**src/rtl/imem_dual_port_if.sv**
```systemverilog
// Fetch/load bus of the dual-port instruction memory: two read slots plus a
// valid/ready program-load write port.
interface imem_dual_port_if #(
    parameter int unsigned PC_W    = 32,
    parameter int unsigned INSTR_W = 32
);
    logic               imem_ren;
    logic [PC_W-1:0]    imem_addr0;
    logic [PC_W-1:0]    imem_addr1;
    logic [INSTR_W-1:0] imem_rdata0;
    logic [INSTR_W-1:0] imem_rdata1;
    logic [1:0]         imem_err;
    logic               imem_ready;
    logic               ld_valid;
    logic               ld_ready;
    logic [PC_W-1:0]    ld_addr;
    logic [INSTR_W-1:0] ld_data;
    logic               ld_err;

    modport master (
        output imem_ren, imem_addr0, imem_addr1, ld_valid, ld_addr, ld_data,
        input  imem_rdata0, imem_rdata1, imem_err, imem_ready, ld_ready, ld_err
    );

    modport slave (
        input  imem_ren, imem_addr0, imem_addr1, ld_valid, ld_addr, ld_data,
        output imem_rdata0, imem_rdata1, imem_err, imem_ready, ld_ready, ld_err
    );
endinterface

```
**src/rtl/imem_dual_port.sv**
```systemverilog
// Dual-read-port instruction memory with NOP clear sequencer and load port.
// Define IMEM_WR_FWD_EN for write-first forwarding of same-edge loads to reads.
module imem_dual_port #(
    parameter int unsigned       PC_W     = 32,
    parameter int unsigned       INSTR_W  = 32,
    parameter int unsigned       DEPTH    = 16,
    parameter logic [INSTR_W-1:0] NOP_WORD = 32'h0000_0013
) (
    input logic              clk_i,
    input logic              rst_ni,
    imem_dual_port_if.slave  bus
);
    localparam int unsigned AW = $clog2(DEPTH);

    typedef logic [AW-1:0] idx_t;
    typedef enum logic [0:0] {StClear, StRun} state_e;

    function automatic logic addr_bad(input logic [PC_W-1:0] a);
        return (a[1:0] != 2'b00) || ((a >> (AW + 2)) != '0);
    endfunction

    function automatic idx_t addr_idx(input logic [PC_W-1:0] a);
        return a[AW+1:2];
    endfunction

    state_e                      state_q;
    idx_t                        clr_idx_q;
    logic                        ready_q;
    logic [1:0][INSTR_W-1:0]     rdata_q;
    logic [1:0][INSTR_W-1:0]     rdata_d;
    logic [1:0]                  err_q;
    logic [1:0]                  err_d;
    logic                        ld_err_q;
    logic [INSTR_W-1:0]          mem_q [DEPTH];

    logic [1:0][PC_W-1:0]        rd_addr;
    logic                        ld_fire;
    logic                        ld_bad;
    idx_t                        ld_idx;
    logic                        ld_wr;
    logic                        mem_we;
    idx_t                        mem_widx;
    logic [INSTR_W-1:0]          mem_wdata;

    assign rd_addr[0] = bus.imem_addr0;
    assign rd_addr[1] = bus.imem_addr1;
    assign ld_fire    = bus.ld_valid && ready_q;
    assign ld_bad     = addr_bad(bus.ld_addr);
    assign ld_idx     = addr_idx(bus.ld_addr);
    assign ld_wr      = ld_fire && !ld_bad;

    always_comb begin
        rdata_d = '0;
        err_d   = '0;
        for (int s = 0; s < 2; s++) begin
            rdata_d[s] = mem_q[addr_idx(rd_addr[s])];
`ifdef IMEM_WR_FWD_EN
            if (ld_wr && (addr_idx(rd_addr[s]) == ld_idx)) begin
                rdata_d[s] = bus.ld_data;
            end
`endif
            err_d[s] = addr_bad(rd_addr[s]);
            if (err_d[s]) begin
                rdata_d[s] = NOP_WORD;
            end
        end
    end

    // The clear sequencer owns the write port until RUN; loads are not accepted before then.
    always_comb begin
        mem_we    = 1'b0;
        mem_widx  = ld_idx;
        mem_wdata = bus.ld_data;
        if (state_q == StClear) begin
            mem_we    = 1'b1;
            mem_widx  = clr_idx_q;
            mem_wdata = NOP_WORD;
        end else if (ld_wr) begin
            mem_we = 1'b1;
        end
    end

    always_ff @(posedge clk_i) begin
        if (mem_we) begin
            mem_q[mem_widx] <= mem_wdata;
        end
    end

    always_ff @(posedge clk_i or negedge rst_ni) begin
        if (!rst_ni) begin
            state_q   <= StClear;
            clr_idx_q <= '0;
            ready_q   <= 1'b0;
            rdata_q   <= '0;
            err_q     <= '0;
            ld_err_q  <= 1'b0;
        end else begin
            unique case (state_q)
                StClear: begin
                    clr_idx_q <= clr_idx_q + idx_t'(1);
                    if (clr_idx_q == idx_t'(DEPTH - 1)) begin
                        state_q <= StRun;
                        ready_q <= 1'b1;
                    end
                end
                StRun: begin
                    if (bus.imem_ren) begin
                        rdata_q <= rdata_d;
                        err_q   <= err_d;
                    end
                    if (ld_fire && ld_bad) begin
                        ld_err_q <= 1'b1;
                    end
                end
                default: state_q <= StClear;
            endcase
        end
    end

    assign bus.imem_rdata0 = rdata_q[0];
    assign bus.imem_rdata1 = rdata_q[1];
    assign bus.imem_err    = err_q;
    assign bus.imem_ready  = ready_q;
    assign bus.ld_ready    = ready_q;
    assign bus.ld_err      = ld_err_q;
endmodule

```
**src/flat_wrapper.sv**
```systemverilog
// flat-port wrapper written by rule: the top's interface ports become plain ports
module imem_dual_port_flat 
#(
    parameter int unsigned       PC_W     = 32,
    parameter int unsigned       INSTR_W  = 32,
    parameter int unsigned       DEPTH    = 16,
    parameter logic [INSTR_W-1:0] NOP_WORD = 32'h0000_0013
)
  (clk_i, rst_ni, bus_imem_ren, bus_imem_addr0, bus_imem_addr1, bus_ld_valid, bus_ld_addr, bus_ld_data, bus_imem_rdata0, bus_imem_rdata1, bus_imem_err, bus_imem_ready, bus_ld_ready, bus_ld_err);
  imem_dual_port_if #(.PC_W(PC_W), .INSTR_W(INSTR_W)) bus_i ();
  input logic clk_i;
  input logic rst_ni;
  input wire logic [$bits(bus_i.imem_ren)-1:0] bus_imem_ren;
  input wire logic [$bits(bus_i.imem_addr0)-1:0] bus_imem_addr0;
  input wire logic [$bits(bus_i.imem_addr1)-1:0] bus_imem_addr1;
  input wire logic [$bits(bus_i.ld_valid)-1:0] bus_ld_valid;
  input wire logic [$bits(bus_i.ld_addr)-1:0] bus_ld_addr;
  input wire logic [$bits(bus_i.ld_data)-1:0] bus_ld_data;
  output wire logic [$bits(bus_i.imem_rdata0)-1:0] bus_imem_rdata0;
  output wire logic [$bits(bus_i.imem_rdata1)-1:0] bus_imem_rdata1;
  output wire logic [$bits(bus_i.imem_err)-1:0] bus_imem_err;
  output wire logic [$bits(bus_i.imem_ready)-1:0] bus_imem_ready;
  output wire logic [$bits(bus_i.ld_ready)-1:0] bus_ld_ready;
  output wire logic [$bits(bus_i.ld_err)-1:0] bus_ld_err;
  assign bus_i.imem_ren = bus_imem_ren;
  assign bus_i.imem_addr0 = bus_imem_addr0;
  assign bus_i.imem_addr1 = bus_imem_addr1;
  assign bus_i.ld_valid = bus_ld_valid;
  assign bus_i.ld_addr = bus_ld_addr;
  assign bus_i.ld_data = bus_ld_data;
  assign bus_imem_rdata0 = bus_i.imem_rdata0;
  assign bus_imem_rdata1 = bus_i.imem_rdata1;
  assign bus_imem_err = bus_i.imem_err;
  assign bus_imem_ready = bus_i.imem_ready;
  assign bus_ld_ready = bus_i.ld_ready;
  assign bus_ld_err = bus_i.ld_err;
  imem_dual_port #(.PC_W(PC_W), .INSTR_W(INSTR_W), .DEPTH(DEPTH), .NOP_WORD(NOP_WORD)) u_core (.clk_i(clk_i), .rst_ni(rst_ni), .bus(bus_i));
endmodule
```
**config.mk**
```make
export PLATFORM = sky130hd
export DESIGN_NAME = imem_dual_port_flat
export DESIGN_NICKNAME = d
export VERILOG_FILES = /design/src/rtl/imem_dual_port_if.sv /design/src/rtl/imem_dual_port.sv /design/src/flat_wrapper.sv
export SDC_FILE = /design/constraint.sdc
export NUM_CORES = 1
export LEC_CHECK = 0
export BUFFER_PORTS_ARGS = -buffer_cell sky130_fd_sc_hd__buf_2
export CAP_MARGIN = 20
export CORE_MARGIN = 2
export CORE_UTILIZATION = 40
export CTS_BUF_LIST = sky130_fd_sc_hd__clkbuf_8 sky130_fd_sc_hd__clkbuf_16
export DETAILED_ROUTE_END_ITERATION = 8
export HOLD_SLACK_MARGIN = 0.02
export SLEW_MARGIN = 20
export SYNTH_ARGS = -nofsm -noshare
export SYNTH_HDL_FRONTEND = slang
export SYNTH_SLANG_ARGS = --single-unit
```
**constraint.sdc**
```tcl
create_clock -name clk_i -period 2.85 [get_ports clk_i]
set_input_delay 0.4275 -clock clk_i [delete_from_list [all_inputs] [get_ports clk_i]]
set_output_delay 0.4275 -clock clk_i [all_outputs]
set_load 0.1 [all_outputs]
```
==> metrics <==
status=completed; synthesized area per cell=about 14 um2; I/O Buffers=200; fraction of registers with async set/reset=0.125; crit path cell chain=nand2_4 > or4_2 > buf_4 > a211o_2; WL/cell=between 20 and 30 um; Clock Skew=20.7 ps; Placer Congestion=0.772; DR pass1 iterations=7; synth top area cells=edfxtp_1, mux2i_1, dfrtp_1, o22ai_1, nor3_1; CP required=3360 ps; nets@finish=2291; HP Class=input pin to flop; post-route ant nets=0; Initial Util=0.403; post-route DRC violation count=0; Comb power frac=0.073; register area=between 15000 and 20000 um2; sequential share of the synthesized area=0.635; gr ovfl total=0; site row count=95; Die Ht=264 um; Hold Violations, Final=0; Sink Count=585; Main synth FF type=edfxtp_1; Worst-Skew Late Latency=640 ps; Syn. warnings=0; Crit Path Max Fanout=33; Switch Pwr=4.23 mW; Final min period=2180 ps; RSZ-0062 raised after global routing=false; CP Launch Point=u_core.state_q$_DFF_PN0_; Unique masters post-synth=37; RR Endpoint=u_core.bus.imem_rdata1[1]$_DFFE_PN0P_; Crit Path Category=flop to flop; setup TNS=0 ps; detailed placement HPWL=46.4 mm; internal power=14.7 mW; clk root buf=clkbuf_16; type of origin of the critical path=flop; Max clock buf depth=3; Post-Synthesis Cells=between 1.5k and 2k; CP endpoint=u_core.bus.imem_rdata1[1]$_DFFE_PN0P_; area fraction of the dominant cell type after synthesis=0.568; Multi-input gate area=9270 um2; filler cell count=5780; Reg2Reg Depth=4; fin. max-slew vios=0; clock network power share=0.435; Die Wd=264 um; Worst slew margin=0.374; GRT Overall Usage=0.226; Vias=about 18k; Die Area=69800 um2; initial antenna violation count=1; register-to-register setup slack=between 600 and 700 ps; Reg power frac=0.492; Cell Pwr Density=593 nW/um2; critical path endpoint category=flop; actual slew at the worst max-slew pin=939 ps; cell type with the largest total area after synthesis=edfxtp_1; Reg clk slew, reported paths=60 ps; CP max stage cell=or4_2; CTS tree=built; vias in the first global route=around 19k; Via density=5.89; Sw Share=0.223; reg2reg start=u_core.state_q$_DFF_PN0_; final WL=79.7 mm; Max Cap Viol=0; total CTS buffers=61; EDFF count, synth=512; ratio of cells with drive above 1 in the final layout=0.212; htree depth=2; Worst EP arrival=2690 ps; area delta synth->final=17.9%; cell area after synthesis=27100 um2; peak supply drop=0.501 mV; pin count of the biggest net entering global routing=65; Crit path largest cell delay=660 ps; FMAX=459 MHz; Syn Nets=2087; setup violators final=0; drt initial violations=1536; #FFs+latches synth=585; global-route wire length before repair=118 mm; core area=67200 um2; period utilisation layout=0.765; worst hold slack=85.4 ps; I/O pin cnt=approximately 200; Leakage=between 10 and 15 nW; # diodes=0
-- state kept, by name (all words and copies together) (netlist names) --
signal	flops
u_core.clr_idx_q	4
u_core.bus.imem_err	2
u_core.bus.imem_rdata0	32
u_core.bus.imem_ready	1
u_core.bus.imem_rdata1	32
u_core.state_q	1
u_core.bus.ld_err	1
u_core.mem_q	512
-- through the flow --
| stage | std cells | utilization | setup WS [ps] | instance area [um2] | power (mW) |
|---|---|---|---|---|---|
| final | 3083 | 0.476 | 670 | 31900 | 18.9 |
| after global routing | 3083 | 0.476 | 545 | 31900 | 19.5 |
| after CTS | 3083 | 0.476 | 668 | 31900 | 19.1 |
| after detailed placement | 2967 | 0.444 | 324 | 29800 | 10.9 |
| after global placement | 2967 | 0.444 | 313 | 29800 | 10.9 |
| after floorplan | 1954 | - | -134 | 27100 | 10.3 |
-- cells in the mapped netlist, drive strengths merged (30+ instances only) --
| master | n |
|---|---|
| nor2 | 80 |
| o21ai | 64 |
| o22ai | 185 |
| buf | 67 |
| dfrtp | 73 |
| nor3 | 114 |
| o31ai | 58 |
| and2 | 30 |
| nand2 | 84 |
| edfxtp | 512 |
| clkbuf | 80 |
| mux2i | 456 |
| mux2 | 31 |
-- what timing repair did --
item / CTS / global route
endpoints found under the hold margin: 31 / 0
gates resized for setup: 0 / 0
setup buffers: 0 / 0
hold buffers: 1 / 0
-- cell families after synthesis --
group,share of synthesized area
multiplexers,0.190
XOR/XNOR,0.000970
AND/OR/NAND/NOR,0.0652
adder cells (fa/ha/maj),0.000462
buffers and inverters,0.0280
AO/OA/AOI/OAI,0.0804
flip-flops,0.635
-- power groups by stage --
stage | Combinational [mW] | Sequential (mW) | Clock [mW]
after global routing | 1.47 | 9.31 | 8.68
after detailed placement | 1.38 | 9.50 | 0
after global placement | 1.36 | 9.50 | 0
after CTS | 1.39 | 9.32 | 8.38
final | 1.39 | 9.32 | 8.23
after floorplan | 0.818 | 9.50 | 0
-- cells in the final DEF (no fill, tap or decap), drive strengths merged, types with 58 or more instances in the layout --
cell	n
o21ai	64
nand2	84
nor3	114
o31ai	58
edfxtp	512
dfrtp	73
nor2	80
buf	287
clkbuf	71
mux2i	456
o22ai	185
-- layer usage --
layer / up-vias / share of wire / wire, um / global-route usage
li1: 8081 / - / - / -
met1: 9250 / 0.42 / 33100 / 0.297
met2: 712 / 0.50 / 39700 / 0.394
met3: 124 / 0.064 / 5090 / 0.0267
met4: 0 / 0.023 / 1820 / 0.0657
met5: - / 0 / 0 / 0
-- final cells by class --
cell class                 count  area share
clock buffer                  71      0.0521
clock inverter                44      0.0133
inverter                      13     0.00153
multi-input combinational   1209       0.290
sequential                   585       0.539
tap                          873      0.0342
timing repair buffer         288      0.0700
-- worst min path at each step --
stage / startpoint / to / slack [ps] / cells after the start
6_report: bus_ld_valid / u_core.bus.ld_err$_DFFE_PN0P_ / 90 / 3
5_1_grt: bus_ld_valid / u_core.bus.ld_err$_DFFE_PN0P_ / 110 / 3
4_1_cts: bus_ld_valid / u_core.bus.ld_err$_DFFE_PN0P_ / 60 / 3
3_5_place_dp: rst_ni / u_core.bus.imem_rdata0[4]$_DFFE_PN0P_ / 430 / 1
3_3_place_gp: rst_ni / u_core.bus.imem_rdata1[30]$_DFFE_PN0P_ / 420 / 1
2_1_floorplan: rst_ni / u_core.bus.imem_err[0]$_DFFE_PN0P_ / 130 / 0
-- critical path, delay by kind of cell, from the launching register on --
kind	cells	cell delay (ps)
buffers and inverters	1	360
AOI/OAI and AO/OA	1	380
and+or+nand+nor	2	750
DFF	1	570
(Power assumes the default switching activity.)
